File: config.mk
export PLATFORM = sky130hd
export DESIGN_NAME = clock_time_counter
export DESIGN_NICKNAME = d
export VERILOG_FILES = /design/src/rtl/clock_time_counter.sv
export SDC_FILE = /design/constraint.sdc
export NUM_CORES = 1
export LEC_CHECK = 0
export ABC_AREA = 1
export CORE_ASPECT_RATIO = 2
export CORE_MARGIN = 1
export CORE_UTILIZATION = 40
export DETAILED_ROUTE_END_ITERATION = 10
export GPL_TIMING_DRIVEN = 0
export HOLD_SLACK_MARGIN = 0.03
export PLACE_DENSITY_LB_ADDON = 0.2
export SETUP_SLACK_MARGIN = 0.1
export SLEW_MARGIN = 0
export SYNTH_ARGS = -nofsm -noshare
export SYNTH_HDL_FRONTEND = slang
export SYNTH_SLANG_ARGS = --single-unit
File: constraint.sdc
create_clock -name clk -period 2 [get_ports clk]
set_input_delay 0.4 -clock clk [delete_from_list [all_inputs] [get_ports clk]]
set_output_delay 0.4 -clock clk [all_outputs]
set_load 0.1 [all_outputs]
File: src/rtl/clock_time_counter.sv
`timescale 1ns/1ps
// clock_time_counter
// -----------------------------------------------------------------------------
// Timekeeping stage feeding the four-digit multiplexed seven-segment driver.
// Divides the board clock down to a 1 Hz tick and keeps a 24-hour HH:MM time
// in BCD, with a set mode driven by two increment buttons.
//
// Ports
//   clk       system clock
//   clr       asynchronous, active-high reset (time 00:00, all state cleared)
//   set_mode  level, 1 = time-set mode (asynchronous to clk)
//   inc_min   button, +1 minute per press while in set mode (asynchronous)
//   inc_hr    button, +1 hour per press while in set mode (asynchronous)
//   hr_tens   BCD hours tens   (0-2)
//   hr_ones   BCD hours ones   (0-9, 0-3 when hr_tens = 2)
//   min_tens  BCD minutes tens (0-5)
//   min_ones  BCD minutes ones (0-9)
//   sec_tick  one-clk pulse per elapsed second (run mode only)
//   colon     colon enable: 50% blink at 1 Hz in run mode, steady 1 in set mode
//
// Parameters
//   TICK_DIV  clk cycles per second (even, >= 4)
//   PW        prescaler width, derived from TICK_DIV
// -----------------------------------------------------------------------------
module clock_time_counter #(
    parameter int TICK_DIV = 100000000,
    parameter int PW       = $clog2(TICK_DIV)
) (
    input  logic       clk,
    input  logic       clr,
    input  logic       set_mode,
    input  logic       inc_min,
    input  logic       inc_hr,
    output logic [3:0] hr_tens,
    output logic [3:0] hr_ones,
    output logic [3:0] min_tens,
    output logic [3:0] min_ones,
    output logic       sec_tick,
    output logic       colon
);

    localparam logic [PW-1:0] PRESC_TOP  = PW'(TICK_DIV - 1);
    localparam logic [PW-1:0] PRESC_HALF = PW'(TICK_DIV / 2);

    // -------------------------------------------------------------------------
    // Input conditioning: 2-flop synchronizer on every asynchronous input,
    // bit 0 = set_mode, bit 1 = inc_min, bit 2 = inc_hr.
    // -------------------------------------------------------------------------
    logic [2:0] async_vec;
    logic [2:0] sync_vec;
    logic [1:0] press_vec;

    assign async_vec = {inc_hr, inc_min, set_mode};

    genvar gi;
    generate
        for (gi = 0; gi < 3; gi++) begin : g_sync
            logic meta_reg;
            logic sync_reg;
            always_ff @(posedge clk or posedge clr) begin
                if (clr) begin
                    meta_reg <= 1'b0;
                    sync_reg <= 1'b0;
                end else begin
                    meta_reg <= async_vec[gi];
                    sync_reg <= meta_reg;
                end
            end
            assign sync_vec[gi] = sync_reg;
        end

        // Rising-edge detect on the two buttons: one pulse per press no
        // matter how long the button is held.
        for (gi = 0; gi < 2; gi++) begin : g_edge
            logic prev_reg;
            always_ff @(posedge clk or posedge clr) begin
                if (clr) begin
                    prev_reg <= 1'b0;
                end else begin
                    prev_reg <= sync_vec[gi+1];
                end
            end
            assign press_vec[gi] = sync_vec[gi+1] & ~prev_reg;
        end
    endgenerate

    logic set_s;
    logic inc_min_p;
    logic inc_hr_p;

    assign set_s     = sync_vec[0];
    assign inc_min_p = press_vec[0];
    assign inc_hr_p  = press_vec[1];

    // -------------------------------------------------------------------------
    // BCD increment helpers. An out-of-range field (never reachable from
    // reset) is forced back to 00 by its next increment.
    // -------------------------------------------------------------------------
    // Returns {carry_to_hours, tens, ones}.
    function automatic logic [8:0] min_step(input logic [3:0] tens,
                                            input logic [3:0] ones);
        if (tens > 4'd5 || ones > 4'd9) begin
            min_step = 9'h000;
        end else if (tens == 4'd5 && ones == 4'd9) begin
            min_step = {1'b1, 8'h00};
        end else if (ones == 4'd9) begin
            min_step = {1'b0, tens + 4'd1, 4'd0};
        end else begin
            min_step = {1'b0, tens, ones + 4'd1};
        end
    endfunction

    // Returns {tens, ones}. The 23 -> 00 wrap is tested before the ones wrap.
    function automatic logic [7:0] hr_step(input logic [3:0] tens,
                                           input logic [3:0] ones);
        if (tens > 4'd2 || ones > 4'd9 || (tens == 4'd2 && ones >= 4'd3)) begin
            hr_step = 8'h00;
        end else if (ones == 4'd9) begin
            hr_step = {tens + 4'd1, 4'd0};
        end else begin
            hr_step = {tens, ones + 4'd1};
        end
    endfunction

    // -------------------------------------------------------------------------
    // Time state
    // -------------------------------------------------------------------------
    logic [PW-1:0] presc_reg,    presc_next;
    logic [5:0]    sec_reg,      sec_next;
    logic [3:0]    min_ones_reg, min_ones_next;
    logic [3:0]    min_tens_reg, min_tens_next;
    logic [3:0]    hr_ones_reg,  hr_ones_next;
    logic [3:0]    hr_tens_reg,  hr_tens_next;
    logic          sec_tick_reg, sec_tick_next;
    logic          colon_reg,    colon_next;

    logic          tick;
    logic          sec_carry;
    logic [8:0]    min_inc;
    logic [7:0]    hr_inc;

    always_comb begin
        min_inc       = min_step(min_tens_reg, min_ones_reg);
        hr_inc        = hr_step(hr_tens_reg, hr_ones_reg);
        // Gating by set_s drops a tick that lands on the first set-mode clk.
        tick          = !set_s && (presc_reg == PRESC_TOP);
        sec_carry     = 1'b0;

        presc_next    = presc_reg;
        sec_next      = sec_reg;
        min_ones_next = min_ones_reg;
        min_tens_next = min_tens_reg;
        hr_ones_next  = hr_ones_reg;
        hr_tens_next  = hr_tens_reg;
        sec_tick_next = 1'b0;
        colon_next    = colon_reg;

        if (set_s) begin
            // Holding prescaler and seconds at 0 means counting restarts
            // cleanly, a full second later, once set mode is left.
            presc_next    = '0;
            sec_next      = '0;
            sec_tick_next = 1'b0;
            colon_next    = 1'b1;
            // Minutes wrap on their own here; the carry is discarded.
            if (inc_min_p) begin
                {min_tens_next, min_ones_next} = min_inc[7:0];
            end
            if (inc_hr_p) begin
                {hr_tens_next, hr_ones_next} = hr_inc;
            end
        end else begin
            presc_next    = (presc_reg == PRESC_TOP) ? '0 : presc_reg + PW'(1);
            sec_tick_next = tick;
            colon_next    = (presc_reg < PRESC_HALF);
            if (tick) begin
                if (sec_reg >= 6'd59) begin
                    sec_next  = '0;
                    sec_carry = 1'b1;
                end else begin
                    sec_next  = sec_reg + 6'd1;
                end
            end
            if (sec_carry) begin
                {min_tens_next, min_ones_next} = min_inc[7:0];
                if (min_inc[8]) begin
                    {hr_tens_next, hr_ones_next} = hr_inc;
                end
            end
        end
    end

    always_ff @(posedge clk or posedge clr) begin
        if (clr) begin
            presc_reg    <= '0;
            sec_reg      <= '0;
            min_ones_reg <= '0;
            min_tens_reg <= '0;
            hr_ones_reg  <= '0;
            hr_tens_reg  <= '0;
            sec_tick_reg <= 1'b0;
            colon_reg    <= 1'b0;
        end else begin
            presc_reg    <= presc_next;
            sec_reg      <= sec_next;
            min_ones_reg <= min_ones_next;
            min_tens_reg <= min_tens_next;
            hr_ones_reg  <= hr_ones_next;
            hr_tens_reg  <= hr_tens_next;
            sec_tick_reg <= sec_tick_next;
            colon_reg    <= colon_next;
        end
    end

    assign hr_tens  = hr_tens_reg;
    assign hr_ones  = hr_ones_reg;
    assign min_tens = min_tens_reg;
    assign min_ones = min_ones_reg;
    assign sec_tick = sec_tick_reg;
    assign colon    = colon_reg;

endmodule

==> flow_summary_export.csv, run 1 <==
group,metric,value,unit
power,p_leak,0.001794,uW
grt,grt_max_degree,60,
die,io_pins,23,
routing,remaining_drc_errors,0,
yosys,synth_seq_area_share,44.80,%
setup_path,arrival,1.45,ns
hold_path,hold_path.class,"register to register",
run_status,status,"complete, no violations",
yosys,yosys.area.top_type,"dfrtp_1",
power,max-vdd-ir-drop,0.7528,mV
hold_path,holdCritStartpoint,"g_sync[1].meta_reg",
routing,routed_wl,7670,um
clock_tree,cts_tree,"built",
yosys,ys_top_cells_by_area,"dfrtp_1 45%, nand2_1 8.8%, inv_1 5.9%, nor2_1 5.9%, nand3_1 5.0%",
grt,grt_remaining_overflow,0,
routing,wl_met3,193,um
sta,hold_slack,0.3443,ns
power,p_switching,1481,uW
yosys,synth-seq-cells,59,
final_layout,largest_register_ff_count,27,
clock_tree,cts_max_level,3,
setup_path,crit_family,"buffers and inverters",
setup_path,critPathMaxFanout,1,
power,p_int,2486,uW
setup_path,end_kind,"output port",
yosys,syn-num-nets,422,
yosys,yosysWarnings,0,
routing,dr.max_layer_used,"met4",
clock_tree,cts_hold_buf,0,
final_layout,multi_input_area,1602,um2
die,start_util,41.49,%
yosys,syn_inst,410,
die,dieArea,8628,um2
setup_path,crit_type,"register to output port",
sta,skew,0.006278,ns
routing,drtAntennaViolNets,0,
final_layout,diodes,0,
grt,grt_pass1_vias,2667,
sta,fin_tns_setup,0,ns
final_layout,fin_nets,457,
yosys,synth_top_flop_cell,"dfrtp_1",
placed_design,port_buffers,22,
die,die_h,130.4,um
routing,route.met2.wl,4410,um
routing,via_count,2827,
yosys,synthesis.area,3296,um2
power,p_sw_share,37.33,%
final_layout,post_route_cells_drive_above_1_share,20.04,%
setup_path,critPathMaxStageDelay,0.81,ns
setup_path,r2r_cells,10,
yosys,async_flop_share,100.0,%
sta,tightest_slew,0.9424,ns
setup_path,critPathLaunchType,"register",
final_layout,syn2layout_area_growth,21.37,%
routing,dr.pass1.iters,4,
die,die_w,66.19,um
power,combPwrFrac,28.6,%
final_layout,final_util,50.36,%
yosys,synth_edf_count,0,
die,row_count,46,
sta,relSlewSlack,37.42,%
setup_path,r2r_start,"presc_reg[0]",
die,coreArea,7943,um2
sta,rsz0062_at_grt,"false",
setup_path,regToRegEndpoint,"hr_tens[1]",
hold_path,holdPathStages,0,
clock_tree,cts_root_buf,"clkbuf_16",
grt,grt_pass1_wl,12560,um
grt,antenna_found_initial,0,
yosys,synth_cell_type_count,36,
final_layout,num-fill-cells,766,
clock_tree,cts.sink_count,59,
hold_path,worst_hold_path.endpoint,"g_sync[1].sync_reg",
setup_path,critPathLaunch,"sec_tick",
sta,setup_viol,0,
routing,viasPerCell,5.187,
setup_path,crit_slowest_cell,"clkdlybuf4s15_1",
sta,fmax,0.5392,GHz
sta,hold_viol_final,0,
routing,routedWlPerCell,14.07,um
setup_path,r2r_setup_slack,0.21,ns
run,drv_cap,0,
setup_path,crit_required,1.60,ns
grt,grt_use_total,19.92,%
yosys,synth_top_area_share,44.80,%
routing,drt_iter0_markers,116,
setup_path,cp_cell_sequence,"clkdlybuf4s15_1",
power,clkPwrFrac,35.8,%
yosys,yosysMostFrequentCell,"nand2_1",
yosys,synthTopCellsByCount,"77 x nand2_1, 59 x dfrtp_1, 52 x inv_1, 52 x nor2_1, 33 x nand3_1",
clock_tree,clock_latency,0.33,ns
power,fin_total_pwr,3966,uW
sta,min_period,1.855,ns
sta,slew_viol_final,0,
placed_design,dp_hpwl,5822,um
placed_design,gp_congestion,0.8720,
routing,met1_length,2673,um
sta,period_share,92.73,%
clock_tree,cts_buffers,9,
power,p_per_area,991.5,nW/um2
final_layout,final-seq-area,1490,um2
clock_tree,cts.reportedPaths.clkPinSlew,0.05,ns
yosys,synth.avg_cell_area,8.038,um2
clock_tree,cts.path.max_buffers,2,
setup_path,critical_path_buf_inv_count,1,
power,seqPwrFrac,35.7,%
## worst register-to-register path, stage by stage (launching register included)
cell and delay, ns:
dfrtp_1 0.36, ha_1 0.19, nand2_2 0.11, nor2_8 0.12, nand2_4 0.10, nor2_4 0.14, nand2_4 0.07, o21bai_4 0.30
buf_4 0.17, nand4_1 0.08, nand2_1 0.08
## placed cells by master, fill, tap and decap left out, drive strengths merged, types with 2 or more instances in the layout
master,instances
or2,2
o21ai,25
nor2,60
nand3,34
o22ai,2
o21a,3
inv,59
buf,3
nand4,14
nor3,18
ha,7
clkdlybuf4s15,17
a21oi,18
nand2,90
clkbuf,16
dfrtp,59
clkdlybuf4s50,4
xnor2,2
clkinv,2
xor2,7
## power by group through the flow
stage	Clock, uW	Sequential, uW	Combinational, uW
2_1_floorplan	0	1960	351
3_3_place_gp	0	1430	1140
3_5_place_dp	0	1430	1150
4_1_cts	1450	1410	1130
5_1_grt	1490	1430	1210
6_report	1420	1410	1130
## how the worst max path moves through the flow
stage | endpoint | slack [ns] | cells after the start
after floorplan | hr_tens[2] | 0.10 | 9
after global placement | hr_ones[0] | 0.04 | 2
after CTS | colon | 0.10 | 1
final | sec_tick | 0.15 | 1
after global routing | hr_tens[1] | 0.10 | 10
after detailed placement | hr_ones[2] | 0.03 | 1
## through the flow
stage | cells | cell area (um2) | worst slack [ns]
6_report | 545 | 4000 | 0.1455
5_1_grt | 545 | 4000 | 0.1030
4_1_cts | 543 | 3951 | 0.1014
3_5_place_dp | 528 | 3654 | 0.03108
3_3_place_gp | 528 | 3654 | 0.03748
2_1_floorplan | 410 | 3313 | 0.1028
## per-layer routing
| metal | track usage, % | vias to the layer above |
|---|---|---|
| li1 | - | 1396 |
| met1 | 18.95 | 1347 |
| met2 | 37.27 | 60 |
| met3 | 2.885 | 24 |
| met4 | 14.27 | 0 |
| met5 | 0 | - |
## cells by family (layout without fill, tap and decap cells)
family | Yosys count | after routing | synth area share, %
AO/OA/AOI/OAI | 51 | 51 | 9.150
XOR/XNOR | 9 | 9 | 2.392
adder cells (fa/ha/maj) | 7 | 7 | 2.657
buffers and inverters | 63 | 102 | 7.251
flip-flops | 59 | 59 | 44.80
AND/OR/NAND/NOR | 221 | 221 | 33.75
## area by class of cell
type                    count  area share (%)
plain buffers               3          0.4066
clock buffers              13           6.756
clock inverters             2          0.2502
inverters                  60           5.724
multi-input cells         288           40.04
flip-flops and latches     59           37.25
well taps                  96           3.003
repair buffers             24           6.569
## repair_timing
| item | in CTS | in global routing |
|---|---|---|
| hold endpoints to repair | 0 | 0 |
| setup endpoints to repair | 18 | 11 |
| buffers inserted | 0 | 1 |
| pin swaps | 0 | 2 |
| gates resized for setup | 50 | 7 |
No activity file was read; power rests on OpenSTA's default activity.
==> run 2: changes to the inputs <==
==> constraint.sdc (replaced) <==
create_clock -name clk -period 2 [get_ports clk]
set_input_delay 0.2 -clock clk [delete_from_list [all_inputs] [get_ports clk]]
set_output_delay 0.2 -clock clk [all_outputs]
set_load 0.1 [all_outputs]
==> run 2 against run 1 <==
  * Global-route usage up 0.34 points
  * Highest routed layer unchanged
  * Critical path type unchanged
  * Clock-buffer cell count increased by 1
  * Combinational power barely moved
  * Largest cell class unchanged
  * Cell count is 0.73% higher
  * First-iteration DRC count up 10%
  * Sequential power about the same
  * Non-clock buffer count is 3 higher
  * Power is 0.21% lower
  * Core utilization decreased by 0.063 points
  * Clock power about the same
  * Maximum frequency is 2.0% higher
  * Via count is 1.2% lower
==> flow_summary_export.csv, run 2 (same netlist as run 1, synthesis figures left out) <==
group,metric,value,unit
sta,fmax,0.5500,GHz
setup_path,end_kind,"output port",
final_layout,post_route_cells_drive_above_1_share,17.22,%
setup_path,critPathMaxFanout,6,
run_status,status,"complete, no violations",
placed_design,dp_slack,0.1590,ns
power,p_per_area,990.7,nW/um2
die,io_pins,23,
die,row_count,46,
sta,min_period,1.818,ns
setup_path,r2r_setup_slack,0.20,ns
setup_path,crit_type,"register to output port",
run,drv_cap,0,
grt,grt_remaining_overflow,0,
sta,tightest_slew,0.9581,ns
setup_path,crit_required,1.80,ns
routing,drt_iter0_markers,128,
routing,viasPerCell,5.087,
setup_path,cp_cell_sequence,"dlygate4sd2_1",
clock_tree,clock_latency,0.33,ns
grt,grt_max_degree,42,
grt,grt_pass1_wl,12770,um
setup_path,arrival,1.62,ns
sta,fin_tns_setup,0,ns
setup_path,critical_path_buf_inv_count,1,
sta,period_share,90.90,%
power,combPwrFrac,27.9,%
sta,skew,0.007739,ns
sta,relSlewSlack,36.38,%
clock_tree,cts_tree,"built",
routing,via_count,2793,
setup_path,r2r_cells,10,
final_layout,syn2layout_area_growth,21.22,%
routing,drtAntennaViolNets,0,
routing,dr.pass1.iters,4,
sta,rsz0062_at_grt,"false",
setup_path,regToRegEndpoint,"hr_tens[2]",
sta,setup_viol,0,
clock_tree,cts_root_buf,"clkbuf_16",
sta,hold_slack,0.1969,ns
power,p_sw_share,37.73,%
power,p_leak,0.001886,uW
power,clkPwrFrac,36.4,%
die,dieArea,8628,um2
sta,hold_viol_final,0,
hold_path,hold_path.class,"input port to async pin",
clock_tree,cts_buffers,9,
sta,slew_viol_final,0,
die,coreArea,7943,um2
clock_tree,cts.reportedPaths.clkPinSlew,0.05,ns
final_layout,final_cell_mix,"76 x nand2_1, 52 x nor2_1, 51 x inv_1",
setup_path,critPathLaunchType,"register",
placed_design,port_buffers,22,
clock_tree,cts.path.max_buffers,2,
die,die_w,66.19,um
setup_path,crit_slowest_cell,"dlygate4sd2_1",
setup_path,critPathMaxStageDelay,0.88,ns
power,fin_total_pwr,3958,uW
setup_path,cp.depth,1,
setup_path,crit_family,"buffers and inverters",
final_layout,largest_register_ff_count,27,
final_layout,diodes,0,
grt,antenna_found_initial,0,
power,p_switching,1493,uW
die,start_util,41.49,%
power,p_int,2465,uW
routing,routed_wl,7685,um
power,max-vdd-ir-drop,0.8695,mV
routing,routedWlPerCell,14.00,um
placed_design,gp_congestion,0.8811,
clock_tree,cts.sink_count,59,
final_layout,fin_nets,460,
sta,fin_ws,0.1819,ns
final_layout,final_util,50.30,%
clock_tree,cts_max_level,3,
setup_path,r2r_start,"presc_reg[0]",
grt,grt_pass1_vias,2779,
placed_design,dp_hpwl,5848,um
final_layout,layout_commonest_cell,"nand2_1",
power,seqPwrFrac,35.8,%
routing,remaining_drc_errors,0,
die,die_h,130.4,um
grt,grt_use_total,20.26,%
==> run 2: layer usage <==
layer | vias up | share of wire [%] | GRT usage [%]
met4 | 0 | 5.8 | 15.89
met2 | 62 | 56 | 36.97
li1 | 1402 | - | -
met5 | - | 0 | 0
met3 | 27 | 2.6 | 3.409
met1 | 1302 | 36 | 19.22
==> run 2: cell type report <==
class	instances	area, um2
clock inverter	2	10.01
clock buffer	14	274.0
tap	96	120.1
timing repair buffer	27	247.7
sequential	59	1490
fill	763	3948
buffer	3	16.27
multi-input combinational	288	1612
inverter	60	225.2
==> run 2: worst max path at each step <==
stage,start,endpoint
after global placement,clr,min_ones[3]
after global routing,presc_reg[0],hr_tens[1]
after detailed placement,presc_reg[0],presc_reg[24]
final,hr_ones[2],hr_ones[2]
after floorplan,hr_ones[3],hr_tens[2]
after CTS,presc_reg[0],presc_reg[24]
==> run 2: power by group through the flow <==
stage | Combinational, uW | Clock [uW] | Sequential, uW
finish | 1100 | 1440 | 1420
global route | 1180 | 1510 | 1430
CTS | 1100 | 1470 | 1410
detailed placement | 1150 | 0 | 1430
global placement | 1140 | 0 | 1430
floorplan | 351 | 0 | 1960
==> run 2: through the flow <==
step	std cells	instance area (um2)
after floorplan	410	3309
after global placement	528	3650
after detailed placement	529	3670
after CTS	545	3931
after global routing	549	3995
final	549	3995
==> run 2: timing repair <==
item / 4_1_cts / 5_1_grt
hold buffers: 0 / 0
pin swaps: 0 / 5
resized for setup: 18 / 8
endpoints found under the setup margin: 18 / 11
buffers inserted: 0 / 4
